File: src/rtl/mem_port_arbiter.sv
// Shares one main-memory port between instruction fetch and data access.
// Data has priority; each stalled request is issued once and its result is held until the pipeline advances.
module mem_port_arbiter #(
  parameter int unsigned WIDTH = 32
) (
  input  logic             clk,
  input  logic             reset,
  input  logic             if_req,
  input  logic [WIDTH-1:0] if_addr,
  output logic [WIDTH-1:0] if_rdata,
  input  logic             dm_read,
  input  logic             dm_write,
  input  logic [WIDTH-1:0] dm_addr,
  input  logic [WIDTH-1:0] dm_wdata,
  output logic [WIDTH-1:0] dm_rdata,
  output logic             stall,
  output logic             mem_req,
  output logic             mem_we,
  output logic [WIDTH-1:0] mem_addr,
  output logic [WIDTH-1:0] mem_wdata,
  input  logic             mem_ack,
  input  logic [WIDTH-1:0] mem_rdata
);

  typedef enum logic [1:0] {
    IDLE   = 2'd0,
    D_BUSY = 2'd1,
    I_BUSY = 2'd2
  } state_e;

  state_e           state_q, state_d;
  logic             mem_req_q, mem_req_d;
  logic             mem_we_q, mem_we_d;
  logic [WIDTH-1:0] mem_addr_q, mem_addr_d;
  logic [WIDTH-1:0] mem_wdata_q, mem_wdata_d;
  logic [WIDTH-1:0] if_rdata_q, if_rdata_d;
  logic [WIDTH-1:0] dm_rdata_q, dm_rdata_d;
  logic             if_done_q, if_done_d;
  logic             dm_done_q, dm_done_d;

  logic dm_need, if_need, stall_w, ack, dm_set, if_set;

  // Next state, request launch and result capture
  always_comb begin
    state_d     = state_q;
    mem_req_d   = mem_req_q;
    mem_we_d    = mem_we_q;
    mem_addr_d  = mem_addr_q;
    mem_wdata_d = mem_wdata_q;
    if_rdata_d  = if_rdata_q;
    dm_rdata_d  = dm_rdata_q;
    dm_set      = 1'b0;
    if_set      = 1'b0;

    dm_need = (dm_read | dm_write) & ~dm_done_q;
    if_need = if_req & ~if_done_q;
    stall_w = dm_need | if_need;
    // An ack without an outstanding request is ignored
    ack     = mem_ack & mem_req_q;

    case (state_q)
      IDLE: begin
        if (dm_need) begin
          state_d     = D_BUSY;
          mem_req_d   = 1'b1;
          mem_we_d    = dm_write;
          mem_addr_d  = dm_addr;
          mem_wdata_d = dm_wdata;
        end else if (if_need) begin
          state_d    = I_BUSY;
          mem_req_d  = 1'b1;
          mem_we_d   = 1'b0;
          mem_addr_d = if_addr;
        end
      end
      D_BUSY: begin
        if (ack) begin
          state_d   = IDLE;
          mem_req_d = 1'b0;
          dm_set    = 1'b1;
          if (!mem_we_q) dm_rdata_d = mem_rdata;
        end
      end
      I_BUSY: begin
        if (ack) begin
          state_d    = IDLE;
          mem_req_d  = 1'b0;
          if_set     = 1'b1;
          if_rdata_d = mem_rdata;
        end
      end
      default: begin
        state_d   = IDLE;
        mem_req_d = 1'b0;
      end
    endcase

    // Flags survive only while the pipeline is frozen
    dm_done_d = stall_w ? (dm_done_q | dm_set) : 1'b0;
    if_done_d = stall_w ? (if_done_q | if_set) : 1'b0;
  end

  always_ff @(posedge clk) begin
    if (reset) begin
      state_q     <= IDLE;
      mem_req_q   <= 1'b0;
      mem_we_q    <= 1'b0;
      mem_addr_q  <= '0;
      mem_wdata_q <= '0;
      if_rdata_q  <= '0;
      dm_rdata_q  <= '0;
      if_done_q   <= 1'b0;
      dm_done_q   <= 1'b0;
    end else begin
      state_q     <= state_d;
      mem_req_q   <= mem_req_d;
      mem_we_q    <= mem_we_d;
      mem_addr_q  <= mem_addr_d;
      mem_wdata_q <= mem_wdata_d;
      if_rdata_q  <= if_rdata_d;
      dm_rdata_q  <= dm_rdata_d;
      if_done_q   <= if_done_d;
      dm_done_q   <= dm_done_d;
    end
  end

  assign stall     = stall_w;
  assign mem_req   = mem_req_q;
  assign mem_we    = mem_we_q;
  assign mem_addr  = mem_addr_q;
  assign mem_wdata = mem_wdata_q;
  assign if_rdata  = if_rdata_q;
  assign dm_rdata  = dm_rdata_q;

endmodule

File: config.mk
export PLATFORM = sky130hd
export DESIGN_NAME = mem_port_arbiter
export DESIGN_NICKNAME = d
export VERILOG_FILES = /design/src/rtl/mem_port_arbiter.sv
export SDC_FILE = /design/constraint.sdc
export NUM_CORES = 1
export LEC_CHECK = 0
export CORE_MARGIN = 2
export CORE_UTILIZATION = 32
export DETAILED_ROUTE_END_ITERATION = 8
export PLACE_DENSITY = 0.67
export SETUP_SLACK_MARGIN = 0.3
export SYNTH_ARGS = -nofsm -noshare
export SYNTH_HDL_FRONTEND = slang
export SYNTH_SLANG_ARGS = --single-unit
File: constraint.sdc
create_clock -name clk -period 1.7 [get_ports clk]
set_input_delay 0.34 -clock clk [delete_from_list [all_inputs] [get_ports clk]]
set_output_delay 0.34 -clock clk [all_outputs]
set_load 0.05 [all_outputs]
==> impl_metrics.env <==
export IMPL_period_share_pct=104
export IMPL_drc_errors=0
export IMPL_clk_latency_ns=0.42
export IMPL_cp_end_kind="output port"
export IMPL_cts_made_buffers=17
export IMPL_relSlewSlack_pct=71.5
export IMPL_ys_flop_type="dfxtp_1"
export IMPL_setup_viol=1
export IMPL_tightest_slew_ns=0.427
export IMPL_fin_crit_ns=1.77
export IMPL_critical_path_max_stage_delay_ns=0.36
export IMPL_viasPerCell=4.83
export IMPL_netlist_instances=632
export IMPL_antenna_diode_count=0
export IMPL_fin_skew_ns=0.00465
export IMPL_clk_pin_slew_ns=0.06
export IMPL_crit_buf_inv=3
export IMPL_synth_area_um2=5090
export IMPL_ios=265
export IMPL_gp_congestion=0.727
export IMPL_die_w_um=130
export IMPL_leakage_nw=4.56
export IMPL_ant_nets=0
export IMPL_seqCellArea_um2=2700
export IMPL_first_global_vias=5257
export IMPL_portBuffers=264
export IMPL_worstPathCellList="o21bai_4 > buf_6 > and2_4 > inv_2 > buf_12"
export IMPL_postPlaceCellArea_um2=7880
export IMPL_fillers=1208
export IMPL_cts_tree="done"
export IMPL_path_class="register to output port"
export IMPL_multi_input_area_um2=3400
export IMPL_start_util_pct=32.4
export IMPL_slowest_stage="dfxtp_4"
export IMPL_worst_path_max_fanout=2
export IMPL_ys_ff_latch=134
export IMPL_design_area_um2=10600
export IMPL_clkSinkCount=134
export IMPL_grt_max_degree=68
export IMPL_cts_root_buf="clkbuf_16"
export IMPL_antenna_found_initial=0
export IMPL_async_flop_share_pct=0
export IMPL_critPathArrivalTime_ns=1.43
export IMPL_firstDrtPassIters=4
export IMPL_post_drt_wl_per_cell_um=18.0
export IMPL_maxSlewViolCount=0
export IMPL_synth_avg_cell_area_um2=8.05
export IMPL_required_ns=1.36
export IMPL_clockBufferDepth=2
export IMPL_wl_mm=21.2
export IMPL_die_height_um=130
export IMPL_fmax_ghz=0.565
export IMPL_htree_levels=4
export IMPL_violations="negative setup slack"
export IMPL_rsz0062_at_grt="yes"
export IMPL_area_growth_pct=109
export IMPL_synth_edff_count=0
export IMPL_seq_area_frac_synth_pct=52.7
export IMPL_core_um2=15700
export IMPL_drt_initial_drc_count=242
export IMPL_synth_nets=769
export IMPL_hp_class="primary input to register"
export IMPL_pre_cts_ws_ns=-0.271
export IMPL_worstSetupStartpointType="register"
export IMPL_status="finished, violations left"
export IMPL_ys_types=28
export IMPL_grt_pass1_wl_mm=27.6
export IMPL_dieArea_um2=16900
export IMPL_reg2reg_slack_ns=0.01
export IMPL_grt_ovfl_total=0
export IMPL_cp_top_family="flip-flops"
export IMPL_via_count=5686
export IMPL_fin_ws_ns=-0.0694
export IMPL_row_count=46
export IMPL_dp_hpwl_mm=11.5
export IMPL_nNetsFinal=1085
export IMPL_hold_viol_final=0
export IMPL_power_density_nw_per_um2=1550
export IMPL_cap_violations=0
export IMPL_ir_worst_vdd_uv=725
export IMPL_grt_total_usage_pct=21.1
export IMPL_drive_gt1_share_pct=52.4
export IMPL_synth_warnings=0
-- final timing paths --
check,start,endpoint,cells past startpoint
worst max-delay path,dm_done_q$_SDFF_PP0_,stall,5
worst min-delay path,reset,mem_addr[7]$_SDFFE_PP0P_,2
worst max register to register,state_q[0]$_SDFFE_PP0P_,mem_addr[3]$_SDFFE_PP0P_,9
worst min register to register,dm_rdata[29]$_SDFFE_PP0P_,dm_rdata[29]$_SDFFE_PP0P_,2
-- Yosys cell counts, types with 2 or more instances --
cell      count  area (um^2)
inv_1         4         15.0
buf_6         3         33.8
nor4_2       29          363
nor2b_1       3         18.8
nor2_1      101          379
nor4_1        3         18.8
nand3_1       2         10.0
dfxtp_1     134         2680
nand2b_1      3         18.8
o21a_1        2         15.0
a21oi_1      99          495
clkbuf_1     21         78.8
buf_2        19         95.1
nor3_1        2         10.0
nand2_1     192          721
ha_1          3         37.5
-- stage by stage --
step                      total power, W  hold slack [ns]  cells  util (%)  TNS, ns
after floorplan                  0.00763            0.471    632         -        0
after global placement           0.00959            0.442   1094      50.2    -5.33
after detailed placement         0.00963            0.447   1094      50.2    -6.96
after CTS                         0.0153            0.219   1155      59.6  -0.0897
after global routing              0.0171            0.232   1177      67.5   -0.221
final                             0.0164            0.231   1177      67.5  -0.0694
-- power breakdown --
| part | switching (W) | internal, W | leakage, nW |
|---|---|---|---|
| Sequential | 0.000429 | 0.00370 | 1.10 |
| Clock | 0.00144 | 0.00201 | 0.263 |
| Combinational | 0.00482 | 0.00402 | 3.20 |
-- flip-flops by register name, indices dropped and copies added, names as in the netlist, 2 cells and up --
register and count:
if_rdata 32, mem_addr 32, mem_wdata 32, state_q 2
dm_rdata 32
-- cell families (layout without fill, tap and decap cells) --
logic type,after synthesis,in the layout,synth area share [%]
AO/OA/AOI/OAI,109,109,11.4
adder cells (fa/ha/maj),3,3,0.738
AND/OR/NAND/NOR,338,338,30.7
buffers and inverters,48,377,4.45
flip-flops,134,134,52.7
-- placed cells by master (no fill, tap or decap), types with 3 or more instances in the layout --
| cell | n |
|---|---|
| nand2_1 | 102 |
| dfxtp_1 | 128 |
| buf_4 | 147 |
| nand2_2 | 15 |
| clkinvlp_4 | 5 |
| nand2_4 | 75 |
| a21oi_1 | 24 |
| clkdlybuf4s50_1 | 130 |
| clkinv_2 | 4 |
| clkbuf_16 | 27 |
| buf_12 | 27 |
| buf_8 | 4 |
| buf_6 | 11 |
| nor4_2 | 30 |
| dfxtp_2 | 4 |
| clkbuf_8 | 4 |
| nor2_1 | 60 |
| buf_16 | 9 |
| ha_4 | 3 |
| a21oi_2 | 75 |
| nor2_2 | 22 |
| nor2_4 | 19 |
-- timing repair --
item,CTS,global route
setup endpoints to repair,100,138
buffers inserted,18,10
resized for setup,132,233
gates cloned,11,12
hold buffers,0,0
pin swaps,112,89
-- final cells by class --
type                            instances  share of cell area (%)
Sequential cell                       134                    25.4
Multi-Input combinational cell        450                    32.0
Tap cell                              216                    2.55
Timing Repair Buffer                  341                    34.6
Inverter                                4                   0.165
Clock buffer                           21                    4.53
Clock inverter                         11                   0.707
-- routing by layer --
metal	vias to the layer above	GRT usage [%]	wire length, um
met5	-	0	0
met4	0	8.16	516
met3	36	7.46	1580
met2	200	37.0	10700
met1	2730	23.6	8470
li1	2720	-	-
-- worst register-to-register path, stage by stage, from the launching register on --
cell and delay (ns):
dfxtp_2 0.36, inv_2 0.06, ha_4 0.16, buf_4 0.13, buf_4 0.12, nand4b_1 0.12
buf_4 0.17, buf_12 0.14, nor2_1 0.07, nor4_2 0.25
(Power assumes the default switching activity.)
